$ cat src/rtl/avmm_rr_arbiter_if.sv
// Avalon-MM bundle between NUM_MASTERS requesters, the round-robin arbiter and one shared slave.
// The "slave" modport is the arbiter's view; "master" is the view of the surrounding masters and slave device.
interface avmm_rr_arbiter_if #(
    parameter int NUM_MASTERS = 2,
    parameter int ADDR_W      = 8,
    parameter int DATA_W      = 8
);
    logic [NUM_MASTERS*ADDR_W-1:0] m_address;
    logic [NUM_MASTERS-1:0]        m_read;
    logic [NUM_MASTERS-1:0]        m_write;
    logic [NUM_MASTERS*DATA_W-1:0] m_writedata;
    logic [NUM_MASTERS-1:0]        m_waitrequest;
    logic [DATA_W-1:0]             m_readdata;

    logic [ADDR_W-1:0]             s_address;
    logic                          s_read;
    logic                          s_write;
    logic [DATA_W-1:0]             s_writedata;
    logic                          s_waitrequest;
    logic [DATA_W-1:0]             s_readdata;

    modport master (
        output m_address, m_read, m_write, m_writedata,
        input  m_waitrequest, m_readdata,
        input  s_address, s_read, s_write, s_writedata,
        output s_waitrequest, s_readdata
    );

    modport slave (
        input  m_address, m_read, m_write, m_writedata,
        output m_waitrequest, m_readdata,
        output s_address, s_read, s_write, s_writedata,
        input  s_waitrequest, s_readdata
    );
endinterface

$ cat src/rtl/avmm_rr_arbiter.sv
// Round-robin arbiter sharing one waitrequest-based Avalon-MM slave between NUM_MASTERS requesters,
// with a per-transfer wait-state timeout and sticky timeout/command error flags.
//
// state   | meaning
// IDLE    | no grant; all masters stalled; picks next requester after last_grant
// BUSY    | one master granted; its command is muxed onto the slave bus
module avmm_rr_arbiter #(
    parameter int NUM_MASTERS = 2,
    parameter int ADDR_W      = 8,
    parameter int DATA_W      = 8,
    parameter int TIMEOUT     = 16
) (
    input  logic                   clk,
    input  logic                   reset,
    avmm_rr_arbiter_if.slave       bus,
    output logic [NUM_MASTERS-1:0] grant,
    output logic                   timeout_err,
    output logic                   cmd_err
);
    localparam int IDX_W = $clog2(NUM_MASTERS);
    localparam int CNT_W = $clog2(TIMEOUT);
    localparam logic [CNT_W-1:0] CNT_LAST = CNT_W'(TIMEOUT - 1);

    typedef enum logic {
        ST_IDLE,
        ST_BUSY
    } state_t;

    state_t               state;
    logic [IDX_W-1:0]     gnt_idx;
    logic [IDX_W-1:0]     last_grant;
    logic [CNT_W-1:0]     wait_cnt;

    logic [NUM_MASTERS-1:0] req;
    logic [IDX_W-1:0]       pick_idx;
    logic [IDX_W-1:0]       cand;
    logic                   pick_vld;

    logic                   busy;
    logic                   g_read;
    logic                   g_write;
    logic                   g_req;
    logic [ADDR_W-1:0]      g_addr;
    logic [DATA_W-1:0]      g_wdata;
    logic                   to_fire;

    assign req = bus.m_read | bus.m_write;

    // Scan downward so the candidate nearest to last_grant+1 is the one left standing.
    always_comb begin
        pick_vld = 1'b0;
        pick_idx = '0;
        cand     = '0;
        for (int k = NUM_MASTERS; k >= 1; k--) begin
            cand = IDX_W'((int'(last_grant) + k) % NUM_MASTERS);
            if (req[cand]) begin
                pick_vld = 1'b1;
                pick_idx = cand;
            end
        end
    end

    assign busy    = (state == ST_BUSY);
    assign g_read  = bus.m_read[gnt_idx];
    assign g_write = bus.m_write[gnt_idx];
    assign g_req   = g_read | g_write;
    assign g_addr  = bus.m_address[gnt_idx*ADDR_W +: ADDR_W];
    assign g_wdata = bus.m_writedata[gnt_idx*DATA_W +: DATA_W];

    // Last permitted wait cycle: release the master ourselves instead of waiting on the slave.
    assign to_fire = busy & g_req & bus.s_waitrequest & (wait_cnt == CNT_LAST);

    always_comb begin
        bus.s_read        = busy & g_read;
        bus.s_write       = busy & g_write & ~g_read;
        bus.s_address     = busy ? g_addr  : '0;
        bus.s_writedata   = busy ? g_wdata : '0;
        bus.m_waitrequest = '1;
        bus.m_readdata    = '0;
        if (busy) begin
            bus.m_waitrequest[gnt_idx] = bus.s_waitrequest & ~to_fire;
            bus.m_readdata             = to_fire ? '1 : bus.s_readdata;
        end
    end

    always_ff @(posedge clk or negedge reset) begin
        if (!reset) begin
            state       <= ST_IDLE;
            grant       <= '0;
            gnt_idx     <= '0;
            last_grant  <= IDX_W'(NUM_MASTERS - 1);
            wait_cnt    <= '0;
            timeout_err <= 1'b0;
            cmd_err     <= 1'b0;
        end else begin
            case (state)
                ST_IDLE: begin
                    if (pick_vld) begin
                        state    <= ST_BUSY;
                        gnt_idx  <= pick_idx;
                        grant    <= NUM_MASTERS'(1) << pick_idx;
                        wait_cnt <= '0;
                    end
                end
                ST_BUSY: begin
                    if (g_read && g_write) begin
                        cmd_err <= 1'b1;
                    end
                    if (!g_req) begin
                        // Abandoned transfer: the master keeps its place in the rotation.
                        state <= ST_IDLE;
                        grant <= '0;
                    end else if (!bus.s_waitrequest) begin
                        state      <= ST_IDLE;
                        grant      <= '0;
                        last_grant <= gnt_idx;
                    end else if (wait_cnt == CNT_LAST) begin
                        state       <= ST_IDLE;
                        grant       <= '0;
                        last_grant  <= gnt_idx;
                        timeout_err <= 1'b1;
                    end else begin
                        wait_cnt <= wait_cnt + 1'b1;
                    end
                end
                default: begin
                    state <= ST_IDLE;
                    grant <= '0;
                end
            endcase
        end
    end
endmodule

$ cat src/flat_wrapper.sv
// flat-port wrapper written by rule: the top's interface ports become plain ports
module avmm_rr_arbiter_flat 
#(
    parameter int NUM_MASTERS = 2,
    parameter int ADDR_W      = 8,
    parameter int DATA_W      = 8,
    parameter int TIMEOUT     = 16
)
  (clk, reset, grant, timeout_err, cmd_err, bus_m_address, bus_m_read, bus_m_write, bus_m_writedata, bus_m_waitrequest, bus_m_readdata, bus_s_address, bus_s_read, bus_s_write, bus_s_writedata, bus_s_waitrequest, bus_s_readdata);
  avmm_rr_arbiter_if #(.NUM_MASTERS(NUM_MASTERS), .ADDR_W(ADDR_W), .DATA_W(DATA_W)) bus_i ();
  input  logic clk;
  input  logic reset;
  output logic [NUM_MASTERS-1:0] grant;
  output logic timeout_err;
  output logic cmd_err;
  input wire logic [$bits(bus_i.m_address)-1:0] bus_m_address;
  input wire logic [$bits(bus_i.m_read)-1:0] bus_m_read;
  input wire logic [$bits(bus_i.m_write)-1:0] bus_m_write;
  input wire logic [$bits(bus_i.m_writedata)-1:0] bus_m_writedata;
  output wire logic [$bits(bus_i.m_waitrequest)-1:0] bus_m_waitrequest;
  output wire logic [$bits(bus_i.m_readdata)-1:0] bus_m_readdata;
  output wire logic [$bits(bus_i.s_address)-1:0] bus_s_address;
  output wire logic [$bits(bus_i.s_read)-1:0] bus_s_read;
  output wire logic [$bits(bus_i.s_write)-1:0] bus_s_write;
  output wire logic [$bits(bus_i.s_writedata)-1:0] bus_s_writedata;
  input wire logic [$bits(bus_i.s_waitrequest)-1:0] bus_s_waitrequest;
  input wire logic [$bits(bus_i.s_readdata)-1:0] bus_s_readdata;
  assign bus_i.m_address = bus_m_address;
  assign bus_i.m_read = bus_m_read;
  assign bus_i.m_write = bus_m_write;
  assign bus_i.m_writedata = bus_m_writedata;
  assign bus_m_waitrequest = bus_i.m_waitrequest;
  assign bus_m_readdata = bus_i.m_readdata;
  assign bus_s_address = bus_i.s_address;
  assign bus_s_read = bus_i.s_read;
  assign bus_s_write = bus_i.s_write;
  assign bus_s_writedata = bus_i.s_writedata;
  assign bus_i.s_waitrequest = bus_s_waitrequest;
  assign bus_i.s_readdata = bus_s_readdata;
  avmm_rr_arbiter #(.NUM_MASTERS(NUM_MASTERS), .ADDR_W(ADDR_W), .DATA_W(DATA_W), .TIMEOUT(TIMEOUT)) u_core (.clk(clk), .reset(reset), .bus(bus_i), .grant(grant), .timeout_err(timeout_err), .cmd_err(cmd_err));
endmodule
$ cat config.mk
export PLATFORM = sky130hd
export DESIGN_NAME = avmm_rr_arbiter_flat
export DESIGN_NICKNAME = d
export VERILOG_FILES = /design/src/rtl/avmm_rr_arbiter_if.sv /design/src/rtl/avmm_rr_arbiter.sv /design/src/flat_wrapper.sv
export SDC_FILE = /design/constraint.sdc
export NUM_CORES = 1
export LEC_CHECK = 0
export CORE_MARGIN = 2
export CORE_UTILIZATION = 30
export DETAILED_ROUTE_END_ITERATION = 12
export PLACE_DENSITY = 0.76
export SLEW_MARGIN = 25
export SYNTH_ARGS = -nofsm -noshare
export SYNTH_HDL_FRONTEND = slang
export SYNTH_SLANG_ARGS = --single-unit
$ cat constraint.sdc
create_clock -name clk -period 1.4 [get_ports clk]
set_input_delay 0.28 -clock clk [delete_from_list [all_inputs] [get_ports clk]]
set_output_delay 0.28 -clock clk [all_outputs]
set_load 0.05 [all_outputs]
== Word level (Yosys, flattened, before mapping) ==
Index checks and enable logic that the tools add are counted.

* Register bits: 11
* Input bits: 47
* Output and inout port bits: 32
* Logic and storage cells: 82

* Add/subtract/negate cells: 3
* Order comparisons: 4
* Eq/ne operators: 7
* Shift operators: 3
* Multiplexer cells: 36
* Bitwise gates (word level): 14
* Reduce and logical (&&, ||, !) cells: 8

{| class="wikitable"
|+ Operator list
! cell !! count
|-
| 2-to-1 mux 8 bit || 4
|-
| indexed part select 16 x 5 -> 8 bit || 2
|-
| 2-to-1 mux 1 bit || 19
|-
| 2-to-1 mux 4 bit || 4
|-
| 2-to-1 mux 2 bit || 5
|-
| case mux 4 bit (2 select lines) || 1
|-
| AND reduction 4 bit || 2
|-
| AND 1 bit || 7
|-
| < comparator 1 x 2 -> 1 bit, second input constant || 3
|-
| inequality test 2 bit, second input constant || 3
|-
| AND reduction 2 bit || 3
|-
| adder 4 x 1 -> 4 bit, second input constant || 1
|-
| equality test 4 bit, second input constant || 1
|-
| inequality test 2 x 1 -> 1 bit, second input constant || 2
|-
| inequality test 4 bit, second input constant || 1
|-
| OR 2 bit || 2
|-
| case mux 2 bit (2 select lines) || 1
|-
| NOT 1 bit || 3
|-
| AND reduction 3 bit || 1
|-
| adder 1 bit, second input constant || 2
|-
| logical AND 1 bit || 2
|-
| NOT 2 bit || 1
|-
| case mux 1 bit (2 select lines) || 1
|-
| << shifter 1 x 1 -> 2 bit, first input constant || 1
|-
| other kinds (3) || 3
|}

== Logic depth before layout (Yosys ltp) ==
* Depth in word-level cells: 10
* Mapped depth: 5

== Worst setup path before layout ==
OpenSTA, ideal clock, no wires.

* Path kind: reg2out
* Start: reg u_core.gnt_idx
* End: out bus_s_address[0]
* Data arrival time: 1536 ps
* Required time: 1120 ps
* Path slack: -416 ps
* Cell stages (with the launch flop): 5
* Buffers on the path: 2
* Cells stage by stage: dfrtp_1 > buf_4 > buf_2 > mux2i_1 > nor2b_1

* Longest elaborated chain between the ends: 2

{| class="wikitable"
|+ RTL lines
! item !! line !! source
|-
| start: declaration || avmm_rr_arbiter.sv:30 || <nowiki>logic [IDX_W-1:0] gnt_idx;</nowiki>
|-
| start signal: assignment || avmm_rr_arbiter.sv:100 || <nowiki>gnt_idx <= pick_idx;</nowiki>
|-
| indexed part select 16 x 5 -> 8 bit || avmm_rr_arbiter.sv:67 || <nowiki>assign g_addr = bus.m_address[gnt_idx*ADDR_W +: ADDR_W];</nowiki>
|-
| 2-to-1 mux 8 bit || avmm_rr_arbiter.sv:76 || <nowiki>bus.s_address = busy ? g_addr : '0;</nowiki>
|-
| end: declaration || flat_wrapper.sv:22 || <nowiki>output wire logic [$bits(bus_i.s_address)-1:0] bus_s_address;</nowiki>
|}

Every way passes these cells.

== Worst setup path after layout ==
* Start: reg u_core.gnt_idx
* End: out bus_m_readdata[1]

* Longest elaborated chain between the ends: 8
* Elaborated cells on any way between the ends: 10

{| class="wikitable"
|+ RTL lines
! item !! line !! source
|-
| 2-to-1 mux 1 bit, on equally long branches (2 in series) || avmm_rr_arbiter.sv:64, avmm_rr_arbiter.sv:65 ||
|-
| OR 1 bit * || avmm_rr_arbiter.sv:66 || <nowiki>assign g_req = g_read | g_write;</nowiki>
|-
| AND 1 bit * (3 in series) || avmm_rr_arbiter.sv:71 || <nowiki>assign to_fire = busy & g_req & bus.s_waitrequest & (wait_cnt == CNT_LAST);</nowiki>
|-
| 2-to-1 mux 8 bit * || avmm_rr_arbiter.sv:82 || <nowiki>bus.m_readdata = to_fire ? '1 : bus.s_readdata;</nowiki>
|-
| 2-to-1 mux 8 bit * || avmm_rr_arbiter.sv:80 || <nowiki>if (busy) begin</nowiki>
|-
| end: declaration || flat_wrapper.sv:21 || <nowiki>output wire logic [$bits(bus_i.m_readdata)-1:0] bus_m_readdata;</nowiki>
|}

Mark *: on every way between the ends. The rest lies on a longest branch, timed or not. The select of a mux whose other input is x is not followed.

==> impl_metrics.yaml <==
floorplanning:
  die_area_um2: 3750
  die-width_um: 61.2
  design.core.area_um2: 3080
  num_rows: 20
  io_pins: 79
  die_y_um: 61.2
  start_util_pct: 31.9
setup_path:
  rrSetupSlack_ns: -0.24
  crit_cells: 5
  rr_endpoint: "u_core.wait_cnt[2]$_DFFE_PN0P_"
  worstPathRequired_ns: 1.12
  end_kind: "output pin"
  path_buf_inv: 1
  start_kind: "flip-flop"
  cp_max_fo: 4
  crit_chain: "or3b_4, nand4b_4, nor2_2, a21o_4, buf_12"
  max_stage_delay_ns: 0.41
  crit_type: "flip-flop to output pin"
  path_delay_family: "simple AND/OR/NAND/NOR gates"
  endpoint: "bus_m_readdata[1]"
  reg2reg_depth: 6
  r2r_start: "u_core.gnt_idx$_DFFE_PN0P_"
  arrival_ns: 1.65
  startpoint: "u_core.gnt_idx$_DFFE_PN0P_"
  slowest_stage: "or3b_4"
sta:
  hold_viol_final: 0
  worst_slew_pin_slew_ns: 0.332
  drv_slew: 0
  clock.fmax_ghz: 0.517
  period_share_pct: 138
  skew_ns: 0.00324
  min_period_ns: 1.93
  fin_ws_ns: -0.534
  grt_setup_unrepaired: "true"
  slew_headroom_pct: 77.8
  setup_viol: 37
min_path:
  hold_class: "input pin to asynchronous set/reset pin"
power:
  clockPowerShare_pct: 3.8
  p_seq_share_pct: 8.9
  p_per_area_nw_per_um2: 2190
  switching_power_uw: 2870
  p_comb_share_pct: 87.4
  power_leakage_uw: 0.00120
  internal-power_uw: 3290
  peakVddDrop_uv: 1650
  swShare_pct: 46.6
global_routing:
  grt_pass1_vias: 1383
  grt_pass1_wl_um: 6910
  grt_antenna_before_repair: 0
  grt_overflow: 0
  grt_usage_pct: 25.4
  grt_max_degree: 19
logic_synthesis:
  async_reset_ff_share_pct: 100
  ys_seq_area_share_pct: 28.2
  yosysMostFrequentCell: "mux2i_1"
  syn_inst: 112
  synth_edf_count: 0
  netlist_area_um2: 982
  synth-seq-cells: 11
  syn_area_per_cell_um2: 8.77
  synth.area.top_cells: "dfrtp_1 (25%), mux2i_1 (19%), nor2b_1 (11%), a21o_1 (9.2%), nor2_1 (3.1%)"
  synth_largest_area_cell: "dfrtp_1"
  synthFlopType: "dfrtp_1"
  yosys_warnings: 0
  synth.distinct_cells: 31
  synthesis.nets: 160
  synthTopCellsByCount: "mux2i_1 (19), nor2b_1 (18), a21o_1 (12)"
  synth_top_area_share_pct: 25.5
place:
  port_buffers: 78
  dpl_cell_area_um2: 2470
  gp_congestion: 0.869
  place_hpwl_um: 3230
  place_inst: 244
layout:
  fin_nets: 261
  drive_gt1_share_pct: 57.5
  area_growth_pct: 187
  diodes: 0
  multi_input_area_um2: 1080
  layout.cells.non_filler: 256
  fin_area_um2: 2820
  final-seq-area_um2: 278
  nFillCells: 114
clock_network:
  cts_hold_repair.buffers: 0
  cts_made_buffers: 3
  clk_pin_slew_ns: 0.08
  clock_path_buffers: 2
  cts_tree: "yes"
  clock_latency_ns: 0.27
  htreeDepth: 1
  root_buffer: "clkbuf_4"
  cts_sinks: 11
outcome:
  status: "finished, violations left"
  violations: "setup timing"
route:
  vias: 1446
  drt_iter0_drc: 84
  ant_nets: 0
  wl_per_cell_um: 24.3
  via_per_inst: 5.65
  wirelength_um: 6230
  drc: 0
  drt_pass1_iterations: 4
flow_run:
  cap_violations: 0
==> layout make-up <==
cell class / instances / area share, %
Multi-Input combinational cell: 93 / 38.5
Tap cell: 44 / 1.96
Timing Repair Buffer: 102 / 48.4
Inverter: 2 / 0.267
Clock buffer: 3 / 0.800
Sequential cell: 11 / 9.87
Clock inverter: 1 / 0.178
==> layout by cell type (no fill, tap or decap), types with 2 or more instances in the layout <==
master,netlist,routed
clkdlybuf4s50_1,0,43
buf_12,0,33
buf_4,1,17
nor2b_4,0,16
mux2i_4,0,10
dfrtp_1,10,9
a21o_4,0,8
mux2i_2,0,6
nand2_1,5,5
nor2_1,8,5
nor2_2,1,4
a21o_1,12,4
mux2i_1,19,3
clkbuf_4,0,3
buf_6,0,3
nand3_4,0,2
nor2_4,1,2
nor2b_2,0,2
inv_1,2,2
o21ai_0,4,2
nand3_1,4,2
o32ai_1,2,2
mux2_2,2,2
buf_16,0,2
dlygate4sd2_1,0,2
==> stage by stage <==
step,power [µW],TNS (ns),hold slack (ns),setup WS [ns],utilization (%)
6_report,6150,-13.14,0.360,-0.534,91.5
2_1_floorplan,3110,-2.58,-0.0156,-0.210,-
3_5_place_dp,4960,-11.69,0.519,-0.577,80.2
3_3_place_gp,4880,-10.67,0.505,-0.556,80.2
5_1_grt,6330,-14.78,0.372,-0.576,91.5
4_1_cts,5740,-11.79,0.290,-0.480,87.2
==> worst min-delay path by stage <==
stage	start	to	slack (ns)
after floorplan	reset	u_core.busy$_DFF_PN0_	-0.02
after global placement	u_core.cmd_err$_DFFE_PN0P_	u_core.cmd_err$_DFFE_PN0P_	0.51
after detailed placement	u_core.cmd_err$_DFFE_PN0P_	u_core.cmd_err$_DFFE_PN0P_	0.52
after CTS	reset	u_core.grant[0]$_DFFE_PN0P_	0.29
after global routing	reset	u_core.cmd_err$_DFFE_PN0P_	0.37
final	reset	u_core.grant[1]$_DFFE_PN0P_	0.36
==> state kept, by name (all words and copies together) (netlist names) <==
signal / count
u_core.gnt_idx: 1
u_core.cmd_err: 1
u_core.wait_cnt: 4
u_core.grant: 2
u_core.last_grant: 1
u_core.timeout_err: 1
u_core.busy: 1
==> power groups by stage <==
stage                     clock network (µW)  logic (µW)  registers [µW]
final                                    231        5380             546
after floorplan                            0        2540             568
after detailed placement                   0        4440             524
after global routing                     255        5520             552
after CTS                                240        4980             523
after global placement                     0        4370             518
==> cells by family (layout without fill, tap and decap cells) <==
family / after synthesis / count (layout) / synth area share [%]
AOI/OAI and AO/OA: 24 / 24 / 17.3
DFF: 11 / 11 / 28.2
and+or+nand+nor: 46 / 47 / 27.4
muxes: 21 / 21 / 21.7
buffers and inverters: 9 / 108 / 4.20
adders and majority gates: 1 / 1 / 1.27
==> what timing repair did <==
item / in CTS / in global routing
setup endpoints to repair: 35 / 36
pin swaps: 3 / 2
setup buffers: 2 / 2
resized for setup: 30 / 16
gates cloned: 3 / 1
hold endpoints to repair: 0 / 0
==> worst register-to-register path, cell delays in order, from the launching register on <==
cell      delay, ns
dfrtp_2        0.44
or3b_4         0.26
nand4b_4       0.13
buf_4          0.17
buf_6          0.13
nor3b_1        0.30
a31o_2         0.16
==> layer usage <==
| metal | vias to the layer above | wire [µm] | GRT usage (%) |
|---|---|---|---|
| met2 | 114 | 3440 | 50.3 |
| met1 | 699 | 1980 | 27.3 |
| met3 | 25 | 529 | 4.83 |
| li1 | 608 | - | - |
| met4 | 0 | 276 | 5.59 |
| met5 | - | 0 | 0 |
No activity file was read; power rests on OpenSTA's default activity.
